`config.mk`:
```
export PLATFORM = sky130hd
export DESIGN_NAME = seg_scan
export DESIGN_NICKNAME = d
export VERILOG_FILES = /design/src/rtl/seg_scan.sv
export SDC_FILE = /design/constraint.sdc
export NUM_CORES = 1
export LEC_CHECK = 0
export ABC_CLOCK_PERIOD_IN_PS = 1800
export CAP_MARGIN = 10
export CELL_PAD_IN_SITES_DETAIL_PLACEMENT = 1
export CELL_PAD_IN_SITES_GLOBAL_PLACEMENT = 1
export CORE_ASPECT_RATIO = 1.75
export CORE_MARGIN = 5
export CORE_UTILIZATION = 42
export CTS_CLUSTER_DIAMETER = 120
export DETAILED_ROUTE_END_ITERATION = 10
export HOLD_SLACK_MARGIN = 0.03
export PLACE_DENSITY = 0.85
export SLEW_MARGIN = 10
export SYNTH_ARGS = -nofsm -noshare
export SYNTH_HDL_FRONTEND = slang
export SYNTH_SLANG_ARGS = --single-unit
export TNS_END_PERCENT = 1
```
`constraint.sdc`:
```
create_clock -name clk -period 1.8 [get_ports clk]
set_input_delay 0.27 -clock clk [delete_from_list [all_inputs] [get_ports clk]]
set_output_delay 0.27 -clock clk [all_outputs]
set_load 0.005 [all_outputs]
```
`src/rtl/seg_scan.sv`:
```
// Time-multiplexed scan controller for a multi-digit 7-segment display.
// Holds a packed BCD word and steps through digits with dead-time, range and leading-zero blanking.
module seg_scan #(
    parameter int unsigned DIGITS = 4,
    parameter int unsigned DIV    = 1000,
    parameter int unsigned BLANK  = 16
) (
    input  logic                  clk,
    input  logic                  rst,
    input  logic [4*DIGITS-1:0]   bcd_in,
    input  logic                  load,
    input  logic                  lz_blank,
    output logic [3:0]            num,
    output logic [DIGITS-1:0]     dig_sel,
    output logic                  frame_done
);

    localparam int unsigned CntW = (DIV > 1) ? $clog2(DIV) : 1;
    localparam int unsigned IdxW = (DIGITS > 1) ? $clog2(DIGITS) : 1;

    localparam logic [CntW-1:0] CntMax   = CntW'(DIV - 1);
    localparam logic [CntW-1:0] CntBlank = CntW'(BLANK);
    localparam logic [IdxW-1:0] IdxMax   = IdxW'(DIGITS - 1);

    logic [CntW-1:0]          cnt_q, cnt_d;
    logic [IdxW-1:0]          idx_q, idx_d;
    logic [DIGITS-1:0][3:0]   shadow_q, shadow_d;
    logic [DIGITS-1:0][3:0]   active_q, active_d;
    logic [3:0]               num_q, num_d;
    logic [DIGITS-1:0]        sel_q, sel_d;
    logic                     fd_q, fd_d;

    logic                     cnt_wrap;
    logic                     idx_wrap;
    logic                     frame_end;
    logic [3:0]               cur_digit;
    logic                     past_blank;
    logic [DIGITS-1:0]        upper_zero;
    logic                     suppressed;
    logic                     visible;

    assign cnt_wrap  = (cnt_q == CntMax);
    assign idx_wrap  = (idx_q == IdxMax);
    assign frame_end = cnt_wrap && idx_wrap;

    // Scan counters and tear-free staging of the display word.
    always_comb begin
        cnt_d    = cnt_wrap ? '0 : cnt_q + 1'b1;
        idx_d    = idx_q;
        if (cnt_wrap) begin
            idx_d = idx_wrap ? '0 : idx_q + 1'b1;
        end
        shadow_d = load ? bcd_in : shadow_q;
        active_d = active_q;
        if (frame_end) begin
            active_d = load ? bcd_in : shadow_q;
        end
    end

    assign cur_digit = active_q[idx_q];

    if (BLANK == 0) begin : g_no_blank
        assign past_blank = 1'b1;
    end else begin : g_blank
        assign past_blank = (cnt_q >= CntBlank);
    end

    // upper_zero[i] is set when digits i..DIGITS-1 are all zero.
    always_comb begin
        logic run;
        run        = 1'b1;
        upper_zero = '0;
        for (int i = int'(DIGITS) - 1; i >= 0; i--) begin
            run           = run && (active_q[i] == 4'd0);
            upper_zero[i] = run;
        end
    end

    assign suppressed = lz_blank && (idx_q != '0) && upper_zero[idx_q];
    assign visible    = past_blank && (cur_digit <= 4'd9) && !suppressed;

    always_comb begin
        num_d = cur_digit;
        fd_d  = frame_end;
        sel_d = '1;
        for (int i = 0; i < int'(DIGITS); i++) begin
            sel_d[i] = !(visible && (idx_q == IdxW'(i)));
        end
    end

    always_ff @(posedge clk) begin
        if (rst) begin
            cnt_q    <= '0;
            idx_q    <= '0;
            shadow_q <= '0;
            active_q <= '0;
            num_q    <= '0;
            sel_q    <= '1;
            fd_q     <= 1'b0;
        end else begin
            cnt_q    <= cnt_d;
            idx_q    <= idx_d;
            shadow_q <= shadow_d;
            active_q <= active_d;
            num_q    <= num_d;
            sel_q    <= sel_d;
            fd_q     <= fd_d;
        end
    end

    assign num        = num_q;
    assign dig_sel    = sel_q;
    assign frame_done = fd_q;

endmodule

```
== Word level (Yosys, flattened, before mapping) ==
Cells that the tools add are included.

* Add/sub/neg operators: 2
* Order comparisons: 3
* Reductions and logical operators: 24
* Equal/unequal tests: 4
* Mux-type cells: 6

{| class="wikitable"
|+ Operator list
! cell !! count
|-
| 4-bit zero test || 4
|-
| 16-bit 2-to-1 mux || 1
|-
| 1-bit logical AND || 12
|-
| 10-bit by 1-bit adder with 10-bit output, second input constant || 1
|-
| 10-bit == test, second input constant || 1
|-
| 10-bit by 5-bit greater-or-equal comparator with 1-bit output, second input constant || 1
|-
| 4-bit binary-select mux with 2-bit select || 1
|-
| 1-bit zero test || 5
|-
| 2-bit == test, second input constant || 2
|-
| 4-bit <= comparator, second input constant || 1
|-
| 4-bit 2-to-1 mux || 1
|-
| 2-bit by 3-bit < comparator with 1-bit output, second input constant || 1
|-
| 2-bit by 1-bit adder with 2-bit output, second input constant || 1
|-
| 1-bit binary-select mux with 2-bit select || 1
|-
| 2-bit by 1-bit == test with 1-bit output, second input constant || 1
|-
| 2-bit zero test || 1
|-
| 2-bit 2-to-1 mux || 1
|-
| 2-bit nonzero test || 1
|-
| 2-bit OR reduction || 1
|-
| 1-bit 2-to-1 mux || 1
|}

* Register bits after elaboration: 53
* Output and inout bits: 9
* Word-level logic and storage cells: 52
* Bits of input ports: 20

== Longest topological paths before layout ==
* Word-level depth: 11
* Depth in mapped cells: 6
* Gate-level depth less buffers: 5

== Worst setup path before layout ==
OpenSTA, ideal clock, no wires.

* Path kind: register to register
* From: register idx_q[0]
* To: register sel_q[1] (netlist: dig_sel[1])
* Path slack: 0.191 ns
* Required time: 1.671 ns
* Data arrival time: 1.479 ns
* Buffers on the path: 1
* Library setup time: 0.129 ns
* Stages on the path, launching flop included: 6
* Period minus slack after synthesis: 1.609 ns
* Cell sequence: dfxtp_1 buf_6 mux4_2 o21a_1 nor3_2 nand3_1

* Word-level cells in the longest chain between the ends: 7
* Elaborated cells between the ends (all ways): 14
* Those cells by class: order compare: 1; eq/ne: 1; mux: 4; reduce/logical: 8

{| class="wikitable"
|+ RTL lines
! element !! RTL line !! RTL
|-
| from (decl) || 26 || <nowiki>logic [IdxW-1:0] idx_q, idx_d;</nowiki>
|-
| from (signal assigned) || 102 || <nowiki>idx_q <= idx_d;</nowiki>
|-
| 4-bit binary-select mux with 2-bit select (tied with other cells) || 60 || <nowiki>assign cur_digit = active_q[idx_q];</nowiki>
|-
| 4-bit 2-to-1 mux (not written as such) (tied with other cells) || 60 ||
|-
| 4-bit <= comparator or 1-bit logical AND (tied branches) || 80, 79 ||
|-
| 1-bit logical AND or 1-bit zero test (tied branches) || 80 || <nowiki>assign visible = past_blank && (cur_digit <= 4'd9) && !suppressed;</nowiki>
|-
| 1-bit logical AND || 80 ||
|-
| 1-bit logical AND (*) || 87 || <nowiki>sel_d[i] = !(visible && (idx_q == IdxW'(i)));</nowiki>
|-
| 1-bit zero test (*) || 87 ||
|-
| to (signal assigned) || 106 || <nowiki>sel_q <= sel_d;</nowiki>
|-
| to (decl) || 30 || <nowiki>logic [DIGITS-1:0] sel_q, sel_d;</nowiki>
|}

Every way passes the cells marked *; elsewhere a longest branch is shown, timed or not. The select of a mux whose other input is x is not followed.
A chain may end at the register's enable or synchronous reset.

== Worst setup path in the final report ==
* From: register cnt_q[0]
* To: register active_q[12] in the netlist's numbering

* Word-level cells in the longest chain between the ends: 2

{| class="wikitable"
|+ RTL lines
! element !! RTL line !! RTL
|-
| from (decl) || 25 || <nowiki>logic [CntW-1:0] cnt_q, cnt_d;</nowiki>
|-
| from (signal assigned) || 101 || <nowiki>cnt_q <= cnt_d;</nowiki>
|-
| 10-bit == test || 42 || <nowiki>assign cnt_wrap = (cnt_q == CntMax);</nowiki>
|-
| 1-bit logical AND || 44 || <nowiki>assign frame_end = cnt_wrap && idx_wrap;</nowiki>
|-
| to (signal assigned) || 104 || <nowiki>active_q <= active_d;</nowiki>
|-
| to (decl) || 28 || <nowiki>logic [DIGITS-1:0][3:0] active_q, active_d;</nowiki>
|}

No other way between the ends.

==> summary.txt <==
Timing
  – Relative slew slack: 0.756
  – Final setup TNS: 0 ns
  – Final Cycle Share: 0.963
  – Max Fclk: between 500 and 600 MHz
  – Fin. max-slew vios: 0
  – RSZ-0062 raised after global routing: no
  – Worst-margin pin slew: 0.364 ns
  – Fin. Hold Viols: 0
  – Min Hold Slack: ~0.47 ns
  – PnR worst setup slack: 0.0669 ns
  – Setup Viol. Count Final: 0
  – Skew final: 0.00930 ns
  – Final min period: 1.73 ns

Finish
  – Most frequent cells in the layout: 50 x dfxtp_1, 46 x nor2_1, 28 x clkdlybuf4s50_1, 18 x mux2i_1, 14 x a211oi_2
  – Synth-to-layout area growth: 27.3%
  – Commonest non-fill, non-tap cell in the layout: dfxtp_1
  – Fillers: 541
  – Ant diodes: 0
  – Layout cell share with drive strength beyond 1: 0.187
  – Final core utilization: 0.551
  – Fin nets: 266

Place
  – Hpwl dp: roughly 3.4 mm
  – Gpl congestion: 0.848
  – Port bufs: 28
  – Worst slack, placed: -0.0294 ns

Global routing
  – Initial antenna violation count: 0
  – Largest net degree at the start of global routing: 34
  – Number of global-route vias before repair: 1608
  – All-Layer GR Usage: 0.147
  – GRT overflow: 0
  – First-pass GRT wire length: 7.58 mm

Power and ir drop
  – Cell Pwr Density: 829 nW/um^2
  – LEAKAGE: 1.05 nW
  – Total power: 2.29 mW
  – Peak VDD IR: 659 uV

Route
  – DR vias: between 1500 and 2000
  – Final ANT Viol Nets: 0
  – DRT Pass-1 Iters: 4
  – Vias per cell: 5.32
  – Final WL: 4.99 mm
  – DR WL/cell: 16.9 um
  – DR iter-0 viols: 55
  – Number of remaining DRC errors: 0

Logic synthesis
  – Post-synthesis sequential area ratio: 0.488
  – Syn avg cell area: 10.6 um^2
  – Async SR Flop Fraction: 0
  – Top-area cell type share of the netlist area: 0.488
  – Post-synthesis cell area: roughly 2200 um^2
  – EDFF count, synth: 0
  – Cells after Synth: ~210
  – Mapped Nets: between 200 and 250
  – Yosys reg bits: 53
  – Yosys warning count: 0
  – Post-synth top area cell: dfxtp_1
  – Top FF cell, synth: dfxtp_1
  – Cell variety after synth: 32
  – Area contributors post-synth: dfxtp_1 49%, mux2i_1 8.3%, nor2_1 7.9%

Floorplanning
  – DIE AREA: 6770 um^2
  – Die Ht: 105 um
  – IO Pins: 29
  – Row count: 34
  – Initial Util: 0.433
  – Core ar.: 5020 um^2
  – Die width: 64.4 um

Worst hold path
  – Worst Hold Class: flip-flop to flip-flop

Clocking
  – Num CTS Buffers: 5
  – CTS Sinks: 53
  – CTS Buffer Depth: 2
  – Clk root buf: clkbuf_8
  – CTS tree: done
  – Clock Latency Late Sink: between 0.3 and 0.4 ns
  – Depth of the CTS H-tree: 2
  – Clk slew on worst S/H paths: 0.10 ns

Setup path
  – Max FO, Critical Path: 16
  – CP Capture Type: flip-flop
  – WS Path Type: flip-flop to flip-flop
  – CP arrival: 1.92 ns
  – WP data required: 1.99 ns
  – Crit start category: flip-flop

Flow run
  – MaxCap Viol Count: 0

Outcome
  – Status: finished, final reports clean
logic make-up after synthesis:
| logic type | share of synthesized area |
|---|---|
| DFF | 0.488 |
| and+or+nand+nor | 0.174 |
| muxes | 0.128 |
| adders and majority gates | 0.0345 |
| xor gates and xnor gates | 0.0322 |
| AOI/OAI and AO/OA | 0.0972 |
| buffers and inverters | 0.0466 |
state kept, by name (all words and copies together) (netlist names):
name,cells
active_q,16
shadow_q,16
num,4
dig_sel,4
frame_done,1
idx_q,2
cnt_q,10
worst max-delay path, cell delays in order (launching register included):
cell and delay, ns:
dfxtp_4 0.39, ha_4 0.15, nand4b_1 0.18, nor4_4 0.29, buf_4 0.20, buf_4 0.13, clkbuf_16 0.18, a211oi_2 0.08
repair_timing:
action	CTS	global route
gates cloned	0	2
setup endpoints to repair	4	9
pin swaps	0	3
gates resized for setup	1	8
setup buffers	0	2
hold buffers	0	0
worst paths after layout:
| kind | start | end | slack, ns | depth (start not counted) |
|---|---|---|---|---|
| setup / recovery | cnt_q[0] | active_q[12] | 0.07 | 7 |
| hold / removal | cnt_q[0] | cnt_q[0] | 0.47 | 1 |
| setup reg to reg | cnt_q[0] | active_q[12] | 0.07 | 7 |
| hold reg to reg | cnt_q[0] | cnt_q[0] | 0.47 | 1 |
per-layer routing:
metal  GRT usage  part of all wire  vias up
met4      0.0756             0.027        0
met3      0.0344             0.034       10
li1            -                 -      768
met1       0.149              0.37      764
met2       0.271              0.57       27
met5           0                 0        -
synthesized netlist by cell type (2+ instances only):
cell / instances
dfxtp_1: 53
buf_4: 2
mux4_2: 2
a211oi_2: 13
nor3_1: 4
nand2_1: 3
xnor2_1: 6
nor4_1: 4
a211oi_1: 3
inv_1: 6
ha_1: 6
mux4_1: 2
and3_1: 3
clkbuf_1: 7
xor2_1: 2
nand3_1: 5
buf_6: 2
nor2_1: 46
nor2b_1: 5
mux2i_1: 18
buf_2: 3
stage by stage:
step	instance area (um^2)	cells
after floorplan	2170	206
after global placement	2540	283
after detailed placement	2540	283
after CTS	2670	291
after global routing	2770	295
final	2770	295
layout make-up:
cell class | instances | area, um^2 | area share
Clock inverter | 3 | 65.1 | 0.0235
Multi-Input combinational cell | 133 | 1040 | 0.374
Sequential cell | 53 | 1070 | 0.387
Clock buffer | 5 | 68.8 | 0.0249
Timing Repair Buffer | 41 | 438 | 0.158
Tap cell | 54 | 67.6 | 0.0244
Inverter | 6 | 22.5 | 0.00814
power breakdown:
group	internal, mW	switching [mW]
Sequential	1.20	0.0130
Clock	0.552	0.388
Combinational	0.0746	0.0681
Total	1.82	0.469
Power figures use the tool's default switching activity.
